$ cat src/rtl/cache_line_read_port.sv
// L1 cache CPU read port: returns one word of a 128-bit line, using a one-entry
// line buffer invalidated by write snoops. Optional feature macro: BYTE_EXTRACT_EN.
module cache_line_read_port #(
  parameter int ADDR_W = 16,
  parameter int WORD_W = 16,
  parameter int LINE_W = 128
) (
  input  logic              clk,
  input  logic              reset,
  input  logic              mem_read,
  input  logic [ADDR_W-1:0] mem_address,
  input  logic [1:0]        mem_byte_enable,
  output logic [WORD_W-1:0] mem_rdata,
  output logic              mem_resp,
  output logic              line_read,
  output logic [ADDR_W-5:0] line_address,
  input  logic              line_resp,
  input  logic [LINE_W-1:0] line_rdata,
  input  logic              wr_strobe,
  input  logic [ADDR_W-1:0] wr_address
);
  localparam int TAG_W = ADDR_W - 4;

  typedef enum logic [1:0] {
    IDLE = 2'd0,
    FILL = 2'd1,
    RESP = 2'd2
  } state_t;

  function automatic logic [WORD_W-1:0] word_sel(input logic [LINE_W-1:0] line,
                                                 input logic [2:0] off);
    word_sel = line[int'(off)*WORD_W +: WORD_W];
  endfunction

`ifdef BYTE_EXTRACT_EN
  function automatic logic [WORD_W-1:0] byte_shape(input logic [WORD_W-1:0] word,
                                                   input logic [1:0] be);
    case (be)
      2'b01:   byte_shape = {{(WORD_W-8){1'b0}}, word[7:0]};
      2'b10:   byte_shape = {{(WORD_W-8){1'b0}}, word[15:8]};
      default: byte_shape = word;
    endcase
  endfunction
`endif

  state_t            state_r, state_s;
  logic [LINE_W-1:0] buf_line_r, buf_line_s;
  logic [TAG_W-1:0]  buf_tag_r, buf_tag_s;
  logic              buf_valid_r, buf_valid_s;
  logic [2:0]        req_off_r, req_off_s;
  logic [1:0]        req_be_r, req_be_s;
  logic [WORD_W-1:0] rdata_s, hit_data_s, fill_data_s;
  logic              resp_s, line_read_s;
  logic [TAG_W-1:0]  line_address_s;
  logic              snoop_buf_s, snoop_fill_s, hit_s;
  logic              unused_s;

  // A snoop on the buffered line blocks a hit in the same cycle; a snoop on the
  // line being filled leaves the freshly captured buffer invalid.
  assign snoop_buf_s  = wr_strobe && (wr_address[ADDR_W-1:4] == buf_tag_r);
  assign snoop_fill_s = wr_strobe && (wr_address[ADDR_W-1:4] == line_address);
  assign hit_s        = buf_valid_r && (buf_tag_r == mem_address[ADDR_W-1:4]) && !snoop_buf_s;

`ifdef BYTE_EXTRACT_EN
  assign hit_data_s  = byte_shape(word_sel(buf_line_r, mem_address[3:1]), mem_byte_enable);
  assign fill_data_s = byte_shape(word_sel(line_rdata, req_off_r), req_be_r);
`else
  assign hit_data_s  = word_sel(buf_line_r, mem_address[3:1]);
  assign fill_data_s = word_sel(line_rdata, req_off_r);
`endif

  assign unused_s = ^{mem_address[0], wr_address[3:0], req_be_r, mem_byte_enable};

  // Next-state and next-output logic for the IDLE/FILL/RESP controller.
  always_comb begin
    state_s        = state_r;
    buf_line_s     = buf_line_r;
    buf_tag_s      = buf_tag_r;
    buf_valid_s    = buf_valid_r && !snoop_buf_s;
    req_off_s      = req_off_r;
    req_be_s       = req_be_r;
    rdata_s        = mem_rdata;
    resp_s         = 1'b0;
    line_read_s    = 1'b0;
    line_address_s = line_address;
    case (state_r)
      IDLE: begin
        if (mem_read) begin
          req_off_s = mem_address[3:1];
          req_be_s  = mem_byte_enable;
          if (hit_s) begin
            rdata_s = hit_data_s;
            resp_s  = 1'b1;
            state_s = RESP;
          end else begin
            line_address_s = mem_address[ADDR_W-1:4];
            line_read_s    = 1'b1;
            state_s        = FILL;
          end
        end else begin
          state_s = IDLE;
        end
      end
      FILL: begin
        if (line_resp) begin
          buf_line_s  = line_rdata;
          buf_tag_s   = line_address;
          buf_valid_s = !snoop_fill_s;
          rdata_s     = fill_data_s;
          resp_s      = 1'b1;
          state_s     = RESP;
        end else begin
          line_read_s = 1'b1;
        end
      end
      RESP: begin
        state_s = IDLE;
      end
      default: begin
        state_s = IDLE;
      end
    endcase
  end

  // State, buffer and registered outputs, with synchronous reset.
  always_ff @(posedge clk) begin
    if (reset) begin
      state_r      <= IDLE;
      buf_line_r   <= {LINE_W{1'b0}};
      buf_tag_r    <= {TAG_W{1'b0}};
      buf_valid_r  <= 1'b0;
      req_off_r    <= 3'd0;
      req_be_r     <= 2'b00;
      mem_rdata    <= {WORD_W{1'b0}};
      mem_resp     <= 1'b0;
      line_read    <= 1'b0;
      line_address <= {TAG_W{1'b0}};
    end else begin
      state_r      <= state_s;
      buf_line_r   <= buf_line_s;
      buf_tag_r    <= buf_tag_s;
      buf_valid_r  <= buf_valid_s;
      req_off_r    <= req_off_s;
      req_be_r     <= req_be_s;
      mem_rdata    <= rdata_s;
      mem_resp     <= resp_s;
      line_read    <= line_read_s;
      line_address <= line_address_s;
    end
  end

endmodule

$ cat config.mk
export PLATFORM = sky130hd
export DESIGN_NAME = cache_line_read_port
export DESIGN_NICKNAME = d
export VERILOG_FILES = /design/src/rtl/cache_line_read_port.sv
export SDC_FILE = /design/constraint.sdc
export NUM_CORES = 1
export LEC_CHECK = 0
export BUFFER_PORTS_ARGS = -buffer_cell sky130_fd_sc_hd__buf_2
export CAP_MARGIN = 30
export CORE_MARGIN = 5
export CORE_UTILIZATION = 50
export CTS_CLUSTER_SIZE = 10
export DETAILED_ROUTE_END_ITERATION = 10
export PLACE_DENSITY_LB_ADDON = 0.15
export RECOVER_POWER = 50
export SYNTH_ARGS = -nofsm -noshare
export SYNTH_HDL_FRONTEND = slang
export SYNTH_SLANG_ARGS = --single-unit
$ cat constraint.sdc
create_clock -name clk -period 4.9 [get_ports clk]
set_input_delay 0 -clock clk [delete_from_list [all_inputs] [get_ports clk]]
set_output_delay 0 -clock clk [all_outputs]
set_load 0.01 [all_outputs]
Yosys cells after proc, flatten, opt, wreduce, memory -nomap -nowiden
Cells that the tools add are included.
Widths: inputs -> output; s select.
- add/sub/neg operators: 0
- multiply operators: 0
- div/mod/pow operators: 0
- order comparisons: 0
- eq/ne operators: 7
- shifts and indexed selects: 2
- mux-type cells: 18
- bitwise gates (word level): 1
- reductions and logical operators: 13
- operators by type and width (operator ; count):
    $shiftx 128x8->16 ; 2
    $mux 16 ; 3
    $eq 12x12->1 ; 3
    $pmux 16 s2 ; 1
    $mux 1 ; 8
    $mux 2 ; 3
    $ne 2x2->1 const B ; 3
    $logic_and 1x1->1 ; 5
    $pmux 1 s2 ; 2
    $pmux 2 s2 ; 1
    $reduce_and 2->1 ; 2
    $reduce_and 4->1 ; 1
    $reduce_and 3->1 ; 1
    $eq 2x1->1 const B ; 1
    $logic_not 1->1 ; 2
    $logic_not 2->1 ; 1
    $reduce_bool 2->1 ; 1
    $not 1->1 ; 1
- bits in registers: 176
- latch bits: 0
- bits in writable memories: 0
- ROM bits: 0
- input port bits: 167
- output and inout port bits: 30
- word-level logic and storage cells: 50
- memories kept: 0

Logic depth before layout (Yosys ltp)
- depth after elaboration: 7
- mapped depth: 7
- mapped depth without buffers: 5

Worst setup path before layout
OpenSTA, ideal clock, no wires.
- kind: register to register
- start: register buf_tag_r[5]
- end: register mem_rdata[0]
- setup time: 0.072 ns
- arrival: 1.558 ns
- data required time: 4.828 ns
- path slack: 3.270 ns
- stages on the path, launching flop included: 8
- buffers on the path: 2
- clock period less this slack: 1.630 ns
- path through: dfxtp_1 xor2_1 nor4_1 nand4_1 a21oi_1 buf_6 buf_8 mux2i_1
- cells in the longest elaborated chain, start to end: 6
- elaborated cells on any way between the ends: 8
- classes of those cells: eq/ne: 3; reduce/logical: 5
- ends and longest elaborated chain (element ; line ; text):
    start, declared ; 48 ; logic [TAG_W-1:0] buf_tag_r, buf_tag_s;
    start signal, assigned ; 130 ; buf_tag_r <= {TAG_W{1'b0}};
    start signal, assigned ; 141 ; buf_tag_r <= buf_tag_s;
    $eq 12x12->1 ; 60 ; assign snoop_buf_s = wr_strobe && (wr_address[ADDR_W-1:4] == buf_tag_r);
    $logic_and 1x1->1 ; 60 ;
    $logic_not 1->1 ; 62 ; assign hit_s = buf_valid_r && (buf_tag_r == mem_address[ADDR_W-1:4]) && !snoop_buf_s;
    $logic_and 1x1->1 (*) ; 62 ;
    $ne 2x2->1 (no source line) (*) ; - ;
    $reduce_and 4->1 (no source line) (*) ; - ;
    end signal, assigned ; 134 ; mem_rdata <= {WORD_W{1'b0}};
    end signal, assigned ; 145 ; mem_rdata <= rdata_s;
    end, declared ; 13 ; output logic [WORD_W-1:0] mem_rdata,
Mark *: on every way between the ends. The rest lies on a longest branch, timed or not.
A chain may end at the register's enable or synchronous reset.

Worst setup path in the final report
- start: register state_r[1]
- end: register buf_line_r[96]
- cells in the longest elaborated chain, start to end: 2
- ends and longest elaborated chain (element ; line ; text):
    start, declared ; 46 ; state_t state_r, state_s;
    start signal, assigned ; 139 ; state_r <= state_s;
    $eq 2x1->1 ; 86 ; case (state_r)
    $reduce_and 2->1 (no source line) ; - ;
    end signal, assigned ; 129 ; buf_line_r <= {LINE_W{1'b0}};
    end signal, assigned ; 140 ; buf_line_r <= buf_line_s;
    end, declared ; 47 ; logic [LINE_W-1:0] buf_line_r, buf_line_s;
Every way passes these cells.

==> key figures <==
STA
  – Setup violators final: 0
  – Max_slew headroom: -16.2%
  – RSZ-0062 raised after global routing: false
  – Final worst-path cycle share: 67.1%
  – Fin crit period: ~3.3 ns
  – Worst clock skew: roughly 0.0098 ns
  – Fmax: a little over 300 MHz
  – Hold Vio Cnt, Final: 0
  – Setup TNS after final layout: 0 ns
  – Worst-margin pin slew: around 1.7 ns
  – Max-slew violations: between 40 and 50

CTS
  – Bufs on Longest Clock Path: 2
  – Setup Buffers After CTS: 0
  – Clk Latency, worst-skew pair: between 0.4 and 0.5 ns
  – CTS tree: yes
  – Clock sinks: 176
  – Num CTS Buffers: 17
  – CTS root buf: clkbuf_16
  – Clock Pin Slew Worst Setup and Hold Paths: approximately 0.07 ns
  – H-tree depth: 4

Global routing
  – Vias in the first global route: 7955
  – GR Util All Layers: 27.7%
  – Met3 GRT Util: under 10%
  – Largest net degree at the start of global routing: ~130
  – Routing usage on met1: between 30% and 40%
  – Met2 Track Usage GR: between 40% and 50%
  – First-pass GRT wire length: 43.5 mm
  – Layer with the highest usage: met2
  – Initial antenna violation count: 2
  – Remaining Overflow, GRT: 0

Critical path
  – FF-to-FF path depth: 5
  – Critical path cell sequence: nor2b_1, nand2_1, buf_4, nand2_1, a21oi_1
  – Reg-to-reg slack, setup: about 1.6 ns
  – CP Buf/Inv Count: 1
  – Critical path's top delay family: simple AND/OR/NAND/NOR gates
  – Crit path kind: flop to flop
  – Crit. End Element: flop
  – Critical Path RT: about 5.2 ns
  – Slowest stage delay, CP: between 1 and 1.5 ns
  – Critical Path Start Type: flop
  – Reg2reg start: state_r[1]
  – Most common cell on crit path: nand2_1
  – Slowest stage cell, crit path: nand2_1
  – RR Endpoint: buf_line_r[96]
  – Worst EP arrival: 3.63 ns
  – Crit Path Max Fanout: between 90 and 100

Placement
  – Post-detail-place hpwl: around 17 mm
  – Placed cell count: between 1000 and 1500
  – RD Place Congestion: 0.844
  – IO Port Bufs: 189

Detailed routing
  – First-pass DRT Iterations: 6
  – DRC viols: 0
  – Routed via count: slightly above 8000
  – Initial drt markers: about 730
  – Routed Antenna Nets: 0
  – Drt via density: around 5.6
  – Routed wire length: ~28 mm
  – Wire per inst: between 15 and 20 µm

Synth
  – Synth Instances: 932
  – Synth area leader: dfxtp_1
  – Synth area leaders: dfxtp_1 (41%), mux4_2 (17%), nand2_1 (12%)
  – Cell Area, Synth: ~8600 µm²
  – Register area share after synthesis: between 40% and 50%
  – Synth warnings: 0
  – Yosys reg bits: roughly 180
  – Post-synthesis cell type count: 32
  – Mean Syn Cell Area: around 9.2 µm²
  – Top-area cell type share of the netlist area: 40.9%
  – Synthesized Nets: 1099

Die
  – # rows: 48
  – Initial Util: 50.3%
  – Die height: between 100 and 150 µm
  – Die Width: 141 µm
  – Core area: between 15000 and 20000 µm²
  – Total I/O pin count: approximately 200
  – Die area: approximately 20000 µm²

Power
  – Seq pwr share: approximately 45%
  – Clk pwr share: 39.2%
  – Switching power: a little under 900 µW
  – Switching share of power: 25.4%
  – Power, Total: around 3.4 mW
  – Max rail drop VDD: 0.279 mV
  – Power Density: around 300 nW/µm²
  – Leak: around 4.3 nW
  – Comb pwr share: 16.3%
  – Internal power: approximately 2.6 mW

Hold path
  – Cell depth of the worst hold path: 4
  – Hold WC Path Type: input port to flop
  – Hold Crit Endpoint: buf_valid_r
  – Hold path startpoint: wr_strobe

Outcome
  – Status: complete, but fails checks
  – Failing checks: max-capacitance violations, max-slew violations

Final layout
  – # fillers: 1378
  – Final Core Density: between 60% and 70%
  – Area Growth Syn to Fin: 33.6%
  – Nets: 1379
  – Finished Layout Cells: approximately 1500
  – Ratio of cells with drive above 1 in the final layout: between 20 and 25%

Flow run
  – Max Cap Viol: 1
power groups by stage:
stage          clock network (mW)  logic, mW  registers (mW)
6_report                     1.34      0.558            1.52
4_1_cts                      1.36      0.548            1.52
3_5_place_dp                    0      0.458            1.56
3_3_place_gp                    0      0.456            1.55
5_1_grt                      1.42      0.598            1.53
2_1_floorplan                   0      0.297            1.55
cell families after synthesis:
family,count (synthesis),share of synthesized area [%]
simple gates,349,17.2
flops,176,40.9
buf+inv,81,4.48
xor+xnor,36,3.66
mux,111,22.2
compound gates,179,11.5
flip-flops by register name (all words and copies together) (netlist names), 2 cells and up:
name,cells
mem_rdata,16
buf_line_r,128
line_address,12
buf_tag_r,12
req_off_r,3
state_r,2
worst max path at each step:
stage | end | cells past startpoint | from | slack [ns]
6_report | buf_line_r[96] | 5 | state_r[1] | 1.61
5_1_grt | buf_line_r[96] | 5 | state_r[1] | 1.34
4_1_cts | buf_line_r[113] | 5 | state_r[1] | 2.51
3_5_place_dp | buf_line_r[17] | 5 | state_r[1] | 2.55
3_3_place_gp | mem_rdata[10] | 5 | req_off_r[0] | 2.59
2_1_floorplan | mem_rdata[0] | 7 | buf_tag_r[5] | 3.27
cell usage in the layout, fill, tap and decap left out:
cell / netlist / routed
nor2b_1: 1 / 1
buf_4: 6 / 9
nor2_4: 0 / 1
clkbuf_1: 42 / 32
nand2_1: 285 / 285
o22ai_1: 16 / 16
nor4_1: 4 / 4
mux2i_1: 47 / 47
clkinv_2: 0 / 6
a21oi_1: 143 / 142
bufinv_16: 0 / 2
nor3b_1: 0 / 1
and2_1: 1 / 1
nand2b_1: 42 / 42
buf_2: 23 / 158
inv_1: 2 / 2
nor3_1: 1 / 1
xor2_1: 11 / 11
a211oi_1: 1 / 1
a211o_1: 16 / 16
dfxtp_1: 176 / 175
or3_1: 1 / 1
mux4_2: 64 / 64
buf_6: 2 / 1
o21ai_0: 1 / 1
nor3_2: 2 / 2
a21oi_2: 0 / 1
o21a_1: 0 / 1
a41o_1: 1 / 1
clkbuf_16: 0 / 17
dlygate4sd3_1: 0 / 141
clkinvlp_4: 0 / 3
xnor2_1: 25 / 25
clkbuf_8: 0 / 3
diode_2: 0 / 3
dfxtp_2: 0 / 1
nand4_1: 7 / 7
nor2_1: 3 / 3
worst min-delay path: stages:
cell	delay, ns
buf_2	0.11
nand2_1	0.06
nor4_1	0.06
a211oi_1	0.20
timing repair:
| item | 4_1_cts | 5_1_grt |
|---|---|---|
| hold buffers | 141 | 0 |
| hold endpoints to repair | 142 | 0 |
| resized for setup | 0 | 0 |
metrics by stage:
step	area [µm²]	worst slack [ns]	hold WS (ns)
3_5_place_dp	9550	2.55	0.256
6_report	11500	1.61	0.0820
5_1_grt	11500	1.34	0.121
3_3_place_gp	9550	2.59	0.254
2_1_floorplan	8600	3.27	0.136
4_1_cts	11500	2.51	0.0601
metal layers:
| metal | share of wire (%) | vias to the layer above |
|---|---|---|
| met2 | 46 | 404 |
| met1 | 42 | 3779 |
| met5 | 0 | - |
| met4 | 3.7 | 0 |
| li1 | - | 3805 |
| met3 | 7.7 | 100 |
cell usage after synthesis:
library cell / count
buf_6: 2
o21ai_0: 1
xor2_1: 11
nor4_1: 4
a41o_1: 1
clkbuf_1: 42
a211o_1: 16
nor2_1: 3
inv_1: 2
nand2b_1: 42
xnor2_1: 25
buf_1: 4
mux4_2: 64
nor3_1: 1
nor3_2: 2
nor2_2: 1
buf_8: 1
buf_4: 6
nand2_1: 285
nand4_1: 7
o21a_2: 1
buf_2: 23
or3_1: 1
mux2i_1: 47
a211oi_1: 1
a21oi_1: 143
and2_1: 1
dfxtp_1: 176
clkbuf_4: 1
nor3b_4: 1
nor2b_1: 1
o22ai_1: 16
final cells by class:
cell class                 count  area (µm²)  area share (%)
antenna                        3        7.51          0.0653
clock buffer                  21         470            4.09
clock inverter                11         113           0.980
inverter                       2        7.51          0.0653
multi-input combinational    675        4690            40.8
sequential                   176        3520            30.7
tap                          225         282            2.45
timing repair buffer         340        2400            20.9
Power figures use the tool's default switching activity.
